### src/rtl/pipe_pkg.sv
// Shared types and constants for the pipeline stage skid buffer.
package pipe_pkg;

  localparam int DATA_W_DEF = 96;
  localparam int CTRL_W_DEF = 8;

  // Control payload bit positions
  localparam int CTRL_BRANCH   = 0;
  localparam int CTRL_MEMREAD  = 1;
  localparam int CTRL_MEMTOREG = 2;
  localparam int CTRL_MEMWRITE = 3;
  localparam int CTRL_REGWRITE = 4;
  localparam int CTRL_JUMP     = 5;
  localparam int CTRL_ZERO     = 6;
  localparam int CTRL_SPARE    = 7;

  typedef enum logic [1:0] {
    EMPTY = 2'd0,
    ONE   = 2'd1,
    FULL  = 2'd2
  } state_e;

endpackage

### src/rtl/pipe_entry_reg.sv
// One buffer entry: loadable payload register with a valid bit.
// Loading sets valid; clearing drops valid but keeps the payload.
module pipe_entry_reg #(
  parameter int W = 8
) (
  input  logic         clk,
  input  logic         reset,
  input  logic         ld_i,
  input  logic         clr_i,
  input  logic [W-1:0] d_i,
  output logic [W-1:0] q_o,
  output logic         vld_o
);

  logic [W-1:0] data_q;
  logic         vld_q;

  always_ff @(posedge clk) begin
    if (reset) begin
      data_q <= '0;
      vld_q  <= 1'b0;
    end else if (ld_i) begin
      data_q <= d_i;
      vld_q  <= 1'b1;
    end else if (clr_i) begin
      vld_q  <= 1'b0;
    end
  end

  assign q_o   = data_q;
  assign vld_o = vld_q;

endmodule

### src/rtl/pipe_stage_skid.sv
// Pipeline stage with optional 2-entry skid buffer (registered in_ready)
// or a single register with combinational ready.
//   state | meaning
//   EMPTY | no entry held
//   ONE   | main entry valid
//   FULL  | main and skid entries valid, input blocked
module pipe_stage_skid
  import pipe_pkg::*;
#(
  parameter int DATA_W = DATA_W_DEF,
  parameter int CTRL_W = CTRL_W_DEF,
  parameter int SKID   = 1
) (
  input  logic              clk,
  input  logic              reset,
  input  logic              flush,
  input  logic              in_valid,
  output logic              in_ready,
  input  logic [DATA_W-1:0] in_data,
  input  logic [CTRL_W-1:0] in_ctrl,
  output logic              out_valid,
  input  logic              out_ready,
  output logic [DATA_W-1:0] out_data,
  output logic [CTRL_W-1:0] out_ctrl,
  output logic [1:0]        occupancy,
  output logic [15:0]       stall_cnt
);

  localparam int ENT_W = DATA_W + CTRL_W;

  state_e            state_q, state_d;
  logic              in_ready_q;
  logic [15:0]       stall_q, stall_d;
  logic              main_ld, main_clr, skid_ld, skid_clr;
  logic              main_vld, skid_vld;
  logic [ENT_W-1:0]  main_q, skid_q, main_d, in_ent;
  logic              in_hs, out_hs;

  assign in_ent = {in_ctrl, in_data};
  assign in_hs  = in_valid & in_ready;
  assign out_hs = main_vld & out_ready;

  always_comb begin
    state_d  = state_q;
    main_ld  = 1'b0;
    main_clr = 1'b0;
    skid_ld  = 1'b0;
    skid_clr = 1'b0;
    main_d   = in_ent;
    if (flush) begin
      state_d  = EMPTY;
      main_clr = 1'b1;
      skid_clr = 1'b1;
    end else begin
      case (state_q)
        EMPTY: begin
          if (in_hs) begin
            main_ld = 1'b1;
            state_d = ONE;
          end
        end
        ONE: begin
          if (in_hs && out_hs) begin
            main_ld = 1'b1;
          end else if (in_hs) begin
            skid_ld = 1'b1;
            state_d = FULL;
          end else if (out_hs) begin
            main_clr = 1'b1;
            state_d  = EMPTY;
          end
        end
        FULL: begin
          if (out_hs) begin
            main_ld  = 1'b1;
            main_d   = skid_q;
            skid_clr = 1'b1;
            state_d  = ONE;
          end
        end
        default: state_d = EMPTY;
      endcase
    end
  end

  always_comb begin
    stall_d = stall_q;
    if (main_vld && !out_ready && stall_q != 16'hFFFF) begin
      stall_d = stall_q + 16'd1;
    end
  end

  always_ff @(posedge clk) begin
    if (reset) begin
      state_q    <= EMPTY;
      in_ready_q <= 1'b1;
      stall_q    <= '0;
    end else begin
      state_q    <= state_d;
      in_ready_q <= (state_d != FULL);
      stall_q    <= stall_d;
    end
  end

  pipe_entry_reg #(.W(ENT_W)) u_main (
    .clk   (clk),
    .reset (reset),
    .ld_i  (main_ld),
    .clr_i (main_clr),
    .d_i   (main_d),
    .q_o   (main_q),
    .vld_o (main_vld)
  );

  generate
    if (SKID != 0) begin : g_skid
      pipe_entry_reg #(.W(ENT_W)) u_skid (
        .clk   (clk),
        .reset (reset),
        .ld_i  (skid_ld),
        .clr_i (skid_clr),
        .d_i   (in_ent),
        .q_o   (skid_q),
        .vld_o (skid_vld)
      );
      assign in_ready = in_ready_q;
    end else begin : g_noskid
      assign skid_q   = '0;
      assign skid_vld = 1'b0;
      assign in_ready = ~main_vld | out_ready;
    end
  endgenerate

  assign out_valid = main_vld;
  assign out_data  = main_q[DATA_W-1:0];
  // Bubbles carry no control so they cannot write registers or memory
  assign out_ctrl  = main_vld ? main_q[ENT_W-1:DATA_W] : '0;
  assign occupancy = {skid_vld, main_vld & ~skid_vld};
  assign stall_cnt = stall_q;

endmodule

### config.mk
export PLATFORM = sky130hd
export DESIGN_NAME = pipe_stage_skid
export DESIGN_NICKNAME = d
export VERILOG_FILES = /design/src/rtl/pipe_pkg.sv /design/src/rtl/pipe_entry_reg.sv /design/src/rtl/pipe_stage_skid.sv
export SDC_FILE = /design/constraint.sdc
export NUM_CORES = 1
export LEC_CHECK = 0
export CAP_MARGIN = 20
export CORE_AREA = 4 4 147 149
export DETAILED_ROUTE_END_ITERATION = 8
export DIE_AREA = 0 0 151 153
export PLACE_DENSITY = 0.84
export SETUP_SLACK_MARGIN = 0.1
export SLEW_MARGIN = 20
export SYNTH_ARGS = -nofsm -noshare
export SYNTH_HDL_FRONTEND = slang
export SYNTH_HIERARCHICAL = 1
export SYNTH_SLANG_ARGS = --single-unit
### constraint.sdc
create_clock -name clk -period 2.45 [get_ports clk]
set_input_delay 0.245 -clock clk [delete_from_list [all_inputs] [get_ports clk]]
set_output_delay 0.245 -clock clk [all_outputs]
set_load 0.02 [all_outputs]
# After elaboration in Yosys (flattened, before gate mapping)
# Index checks and enable logic that the tools add are counted.
word_totals:
  regBits: 229
  out_inout_bits: 124
  word_cells: 52
op_classes:
  add_sub_neg: 1
  eq_ne: 4
  mux: 29
  bitwise_logic: 4
  n_reduce_logical: 7
op_table:
  columns: ["op", "count"]
  rows:
  - ["two-way mux 104 bit", 3]
  - ["two-way mux 1 bit", 17]
  - ["adder 16 x 1 -> 16 bit (second input constant)", 1]
  - ["!= test 16 bit (second input constant)", 1]
  - ["two-way mux 2 bit", 6]
  - ["two-way mux 8 bit", 1]
  - ["one-hot mux 2 bit (3 select lines)", 1]
  - ["nonzero test 2 bit", 2]
  - ["bitwise AND 1 bit", 3]
  - ["logical AND 1 bit", 3]
  - ["one-hot mux 1 bit (3 select lines)", 1]
  - ["== test 2 x 1 -> 1 bit (second input constant)", 1]
  - ["== test 2 bit (second input constant)", 1]
  - ["logical NOT 2 bit", 1]
  - ["!= test 2 bit (second input constant)", 1]
  - ["logical NOT 1 bit", 1]
  - ["NOT 1 bit", 1]

# Depth between registers and ports, before layout
depth:
  ltp_word: 8
  mapped_depth: 10
  mapped_depth_nobuf: 6

# Hierarchy
# The synthesis kept the hierarchy.
by_module_without_submodules:
  columns: ["mod", "instances", "cells_each", "area_each_um2", "seq_area_each_um2"]
  rows:
  - ["pipe_entry_reg", 2, 340, 3759.9, 2102.0]
  - ["pipe_stage_skid", 1, 261, 2449.8, 380.4]

# Least setup slack after synthesis
# No wires, ideal clock.
synth_timing:
  path_kind: "register to register"
  from: "register u_main.vld_q (netlist: u_main/vld_o)"
  to: "register u_main.data_q[43] (netlist: u_main/q_o[43])"
  setup_ns: 0.128
  arrival_time_ns: 1.805
  required_ns: 2.322
  setup_slack_ns: 0.517
  stages_incl_launch_ff: 9
  period_less_slack_ns: 1.933
  cell_sequence: "dfxtp_1 > and2_1 > nand2_1 > nor2_2 > buf_4 > buf_6 > mux2_2 > mux2i_1 > nor2_1"
synth_between:
  elab_cells_between_ends: 9
  classes_between: "mux (7); bitwise (1); reduce/logical (1)"
synth_rtl:
  columns: ["element", "line", "rtl"]
  rows:
  - ["start, declared", "pipe_entry_reg.sv:16", "logic vld_q;"]
  - ["start signal, assigned", "pipe_entry_reg.sv:21", "vld_q <= 1'b0;"]
  - ["start signal, assigned", "pipe_entry_reg.sv:24", "vld_q <= 1'b1;"]
  - ["start signal, assigned", "pipe_entry_reg.sv:26", "vld_q <= 1'b0;"]
  - ["bitwise AND 1 bit", "pipe_stage_skid.sv:41", "assign out_hs = main_vld & out_ready;"]
  - ["two-way mux 104 bit", "pipe_stage_skid.sv:74", "if (out_hs) begin"]
  - ["two-way mux 104 bit", "pipe_stage_skid.sv:55", "case (state_q)"]
  - ["two-way mux 104 bit", "pipe_stage_skid.sv:50", "if (flush) begin"]
  - ["net main_d[43]", "pipe_stage_skid.sv:36", "logic [ENT_W-1:0] main_q, skid_q, main_d, in_ent;"]
  - ["end signal, assigned", "pipe_entry_reg.sv:23", "data_q <= d_i;"]
  - ["end, declared", "pipe_entry_reg.sv:15", "logic [W-1:0] data_q;"]
# The timed path passes the listed nets, and every way through them passes these cells.
# A chain may end at the register's enable or synchronous reset.

# Worst setup path in the final report
layout_timing:
  from: "register u_main.vld_q (netlist: u_main/vld_o)"
  to: "output port occupancy[0]"
layout_between:
  elab_chain_len: 1
layout_rtl:
  columns: ["element", "line", "rtl"]
  rows:
  - ["bitwise AND 1 bit", "pipe_stage_skid.sv:138", "assign occupancy = {skid_vld, main_vld & ~skid_vld};"]
  - ["end, declared", "pipe_stage_skid.sv:25", "output logic [1:0] occupancy,"]
# No other way between the ends.

==> flow_summary.toml <==
[global_route]
grt_usage_pct = 19.5
grt_pass1_vias = 7562
antenna_found_initial = 0
top_usage_layer = "met2"
overflow = 0
grt_use_met3_pct = 6.87
use_met1_pct = 23.8
grt_pass1_wl_um = 37700
grt_max_degree = 97
met2_usage_pct = 32.9

[sta]
worst_pin_slew_ns = 0.754
drv_slew = 0
period_share_pct = 86.7
finalCriticalPeriod_ns = 2.12
hold_viol = 0
tns_ns = 0
worst_slack_ns = 0.326
maxSlewHeadroom_pct = 49.7
skew_ns = 0.0129
max_freq_mhz = 471
setup_viol = 0
rsz0062_at_grt = "false"

[logic_synthesis]
synth_top_area_share_pct = 46.0
synth.largest_area_cell = "dfxtp_1"
ys.flop_type = "dfxtp_1"
synth_seq_cells = 229
synthMostInstantiatedCell = "dfxtp_1"
synthArstFlopShare_pct = 0
yosysSeqAreaShare_pct = 46.0
synthCells = 941
synth_cell_types = 48
netlist_area_sq_um = 9970
synthTopCellsByArea = "dfxtp_1 (46%), mux2i_1 (21%), mux2_2 (11%)"
avgSynthCellArea_sq_um = 10.6
ys_top_cells_by_count = "dfxtp_1 (229), nor2_1 (219), mux2i_1 (209)"
ys_warn_count = 6
syn_nets = 1051
synth-edff-count = 0

[placed_design]
pre_cts_ws_ns = 0.0900
dpl_cell_area_sq_um = 12400
portBuffers = 232
place_congestion = 0.853
hpwl_um = 15600

[detailed_routing]
routed_wl_um = 23300
drc = 0
drtIter0Drc = 290
drtAntennaViolNets = 0
vias = 7444
post_drt_via_cell_ratio = 5.16
post_drt_wl_per_cell_um = 16.1
dr.pass1.iters = 6

[power_and_ir_drop]
power_leakage_nw = 4.79
max-vdd-ir-drop_uv = 517
power.density_nw_per_um2 = 649

[cells_and_area]
antenna_cells = 0
final_cell_area_sq_um = 13200
post-route-util_pct = 65.7
fin_nets = 1266
syn_to_final_growth_pct = 32.8
drive_above_1_share_pct = 14.8

[cts]
clock_latency_ns = 0.50
clockRootBuffer = "clkbuf_16"
clk_pin_slew_worst_paths_ns = 0.06
h-tree-depth = 1
cts_buffers = 24
clock_sinks = 229
cts_setup_buffers = 0
clk_path_buf_depth = 3
cts_tree = "yes"
cts_resized = 0
cts_hold_buffers = 0

[floorplanning]
boundaryPins = 233
dieArea_sq_um = 23100
row_count = 52
start_util_pct = 49.4
core-area_sq_um = 20200
die_h_um = 153
die_w_um = 151

[worst_hold_path]
worst_hold_path_type = "primary input to register"

[critical_path]
required_ns = 2.20
cp_max_fo = 11
critPathKind = "register to output port"
cp.arrival_ns = 1.88
start_kind = "register"
end_kind = "output port"

[outcome]
status = "completed"

[job]
maxCapViolCount = 0
[critical path, stage by stage (launching register included)]
cell and delay [ns]:
dfxtp_1 0.39, buf_4 0.20, nor2b_1 0.14, clkdlybuf4s50_1 0.64
[power by group]
group | switching [mW] | internal (mW)
Clock | 1.45 | 2.20
Sequential | 0.0681 | 3.84
Combinational | 0.469 | 0.556
Total | 1.99 | 6.61
[worst paths after layout]
| check | cells past startpoint | endpoint | slack (ns) | from |
|---|---|---|---|---|
| worst max-delay path | 3 | occupancy[0] | 0.33 | u_main/vld_o$_SDFFE_PP0P_ |
| worst min-delay path | 2 | u_main/q_o[13]$_SDFFE_PP0P_ | 0.19 | reset |
| worst max register to register | 7 | u_main/q_o[1]$_SDFFE_PP0P_ | 0.43 | u_main/vld_o$_SDFFE_PP0P_ |
| worst min register to register | 2 | g_skid.u_skid/q_o[60]$_SDFFE_PP0P_ | 0.49 | g_skid.u_skid/q_o[60]$_SDFFE_PP0P_ |
[metal layers]
layer	wire, um	share of wire, %	vias up
met3	2140	9.2	45
met2	10900	47	233
met5	0	0	-
li1	-	-	3678
met4	522	2.2	0
met1	9750	42	3488
[cell families (layout without fill, tap and decap cells)]
kind of cell    Yosys count  count (layout)  share of synthesized area [%]
buf+inv                  70             303                           5.67
flops                   229             229                           46.0
compound gates           33              33                           2.06
mux                     315             315                           33.0
simple gates            293             293                           13.2
fa+ha+maj                 1               1                          0.125
[per-stage QoR]
stage	power (mW)	std cells	hold slack (ns)
2_1_floorplan	4.54	941	0.392
3_3_place_gp	5.00	1400	0.465
3_5_place_dp	5.02	1400	0.478
4_1_cts	8.69	1444	0.231
5_1_grt	8.93	1444	0.247
6_report	8.59	1444	0.194
[state kept, by name, summed over array words and instances (netlist names)]
signal,count
state_q,2
g_skid.u_skid/q_o,104
u_main/q_o,104
u_main/vld_o,1
in_ready,1
stall_cnt,16
g_skid.u_skid/vld_o,1
[layout make-up]
| cell class | count | area [sq um] |
|---|---|---|
| Clock buffer | 36 | 747 |
| Clock inverter | 8 | 65.1 |
| Fill cell | 1557 | 6930 |
| Inverter | 5 | 18.8 |
| Multi-Input combinational cell | 642 | 4840 |
| Sequential cell | 229 | 4580 |
| Tap cell | 270 | 338 |
| Timing Repair Buffer | 254 | 2650 |
[cell usage in the layout, fill, tap and decap left out, types with 3 or more instances in the layout]
master / n
clkdlybuf4s50_1: 231
dfxtp_1: 229
nor2_1: 218
mux2i_1: 209
mux2_2: 99
clkbuf_16: 25
a21oi_1: 16
buf_12: 13
nand2_1: 12
and2_1: 10
buf_4: 9
clkbuf_8: 8
mux2_1: 7
nand3_1: 7
nand4_1: 7
clkinv_2: 7
nor2b_1: 5
inv_1: 5
and3_1: 4
nor3_1: 4
nand2b_1: 3
o21ai_0: 3
or3_1: 3
a211oi_1: 3
clkbuf_1: 3
Note: power is estimated with default switching activity, not from simulation.
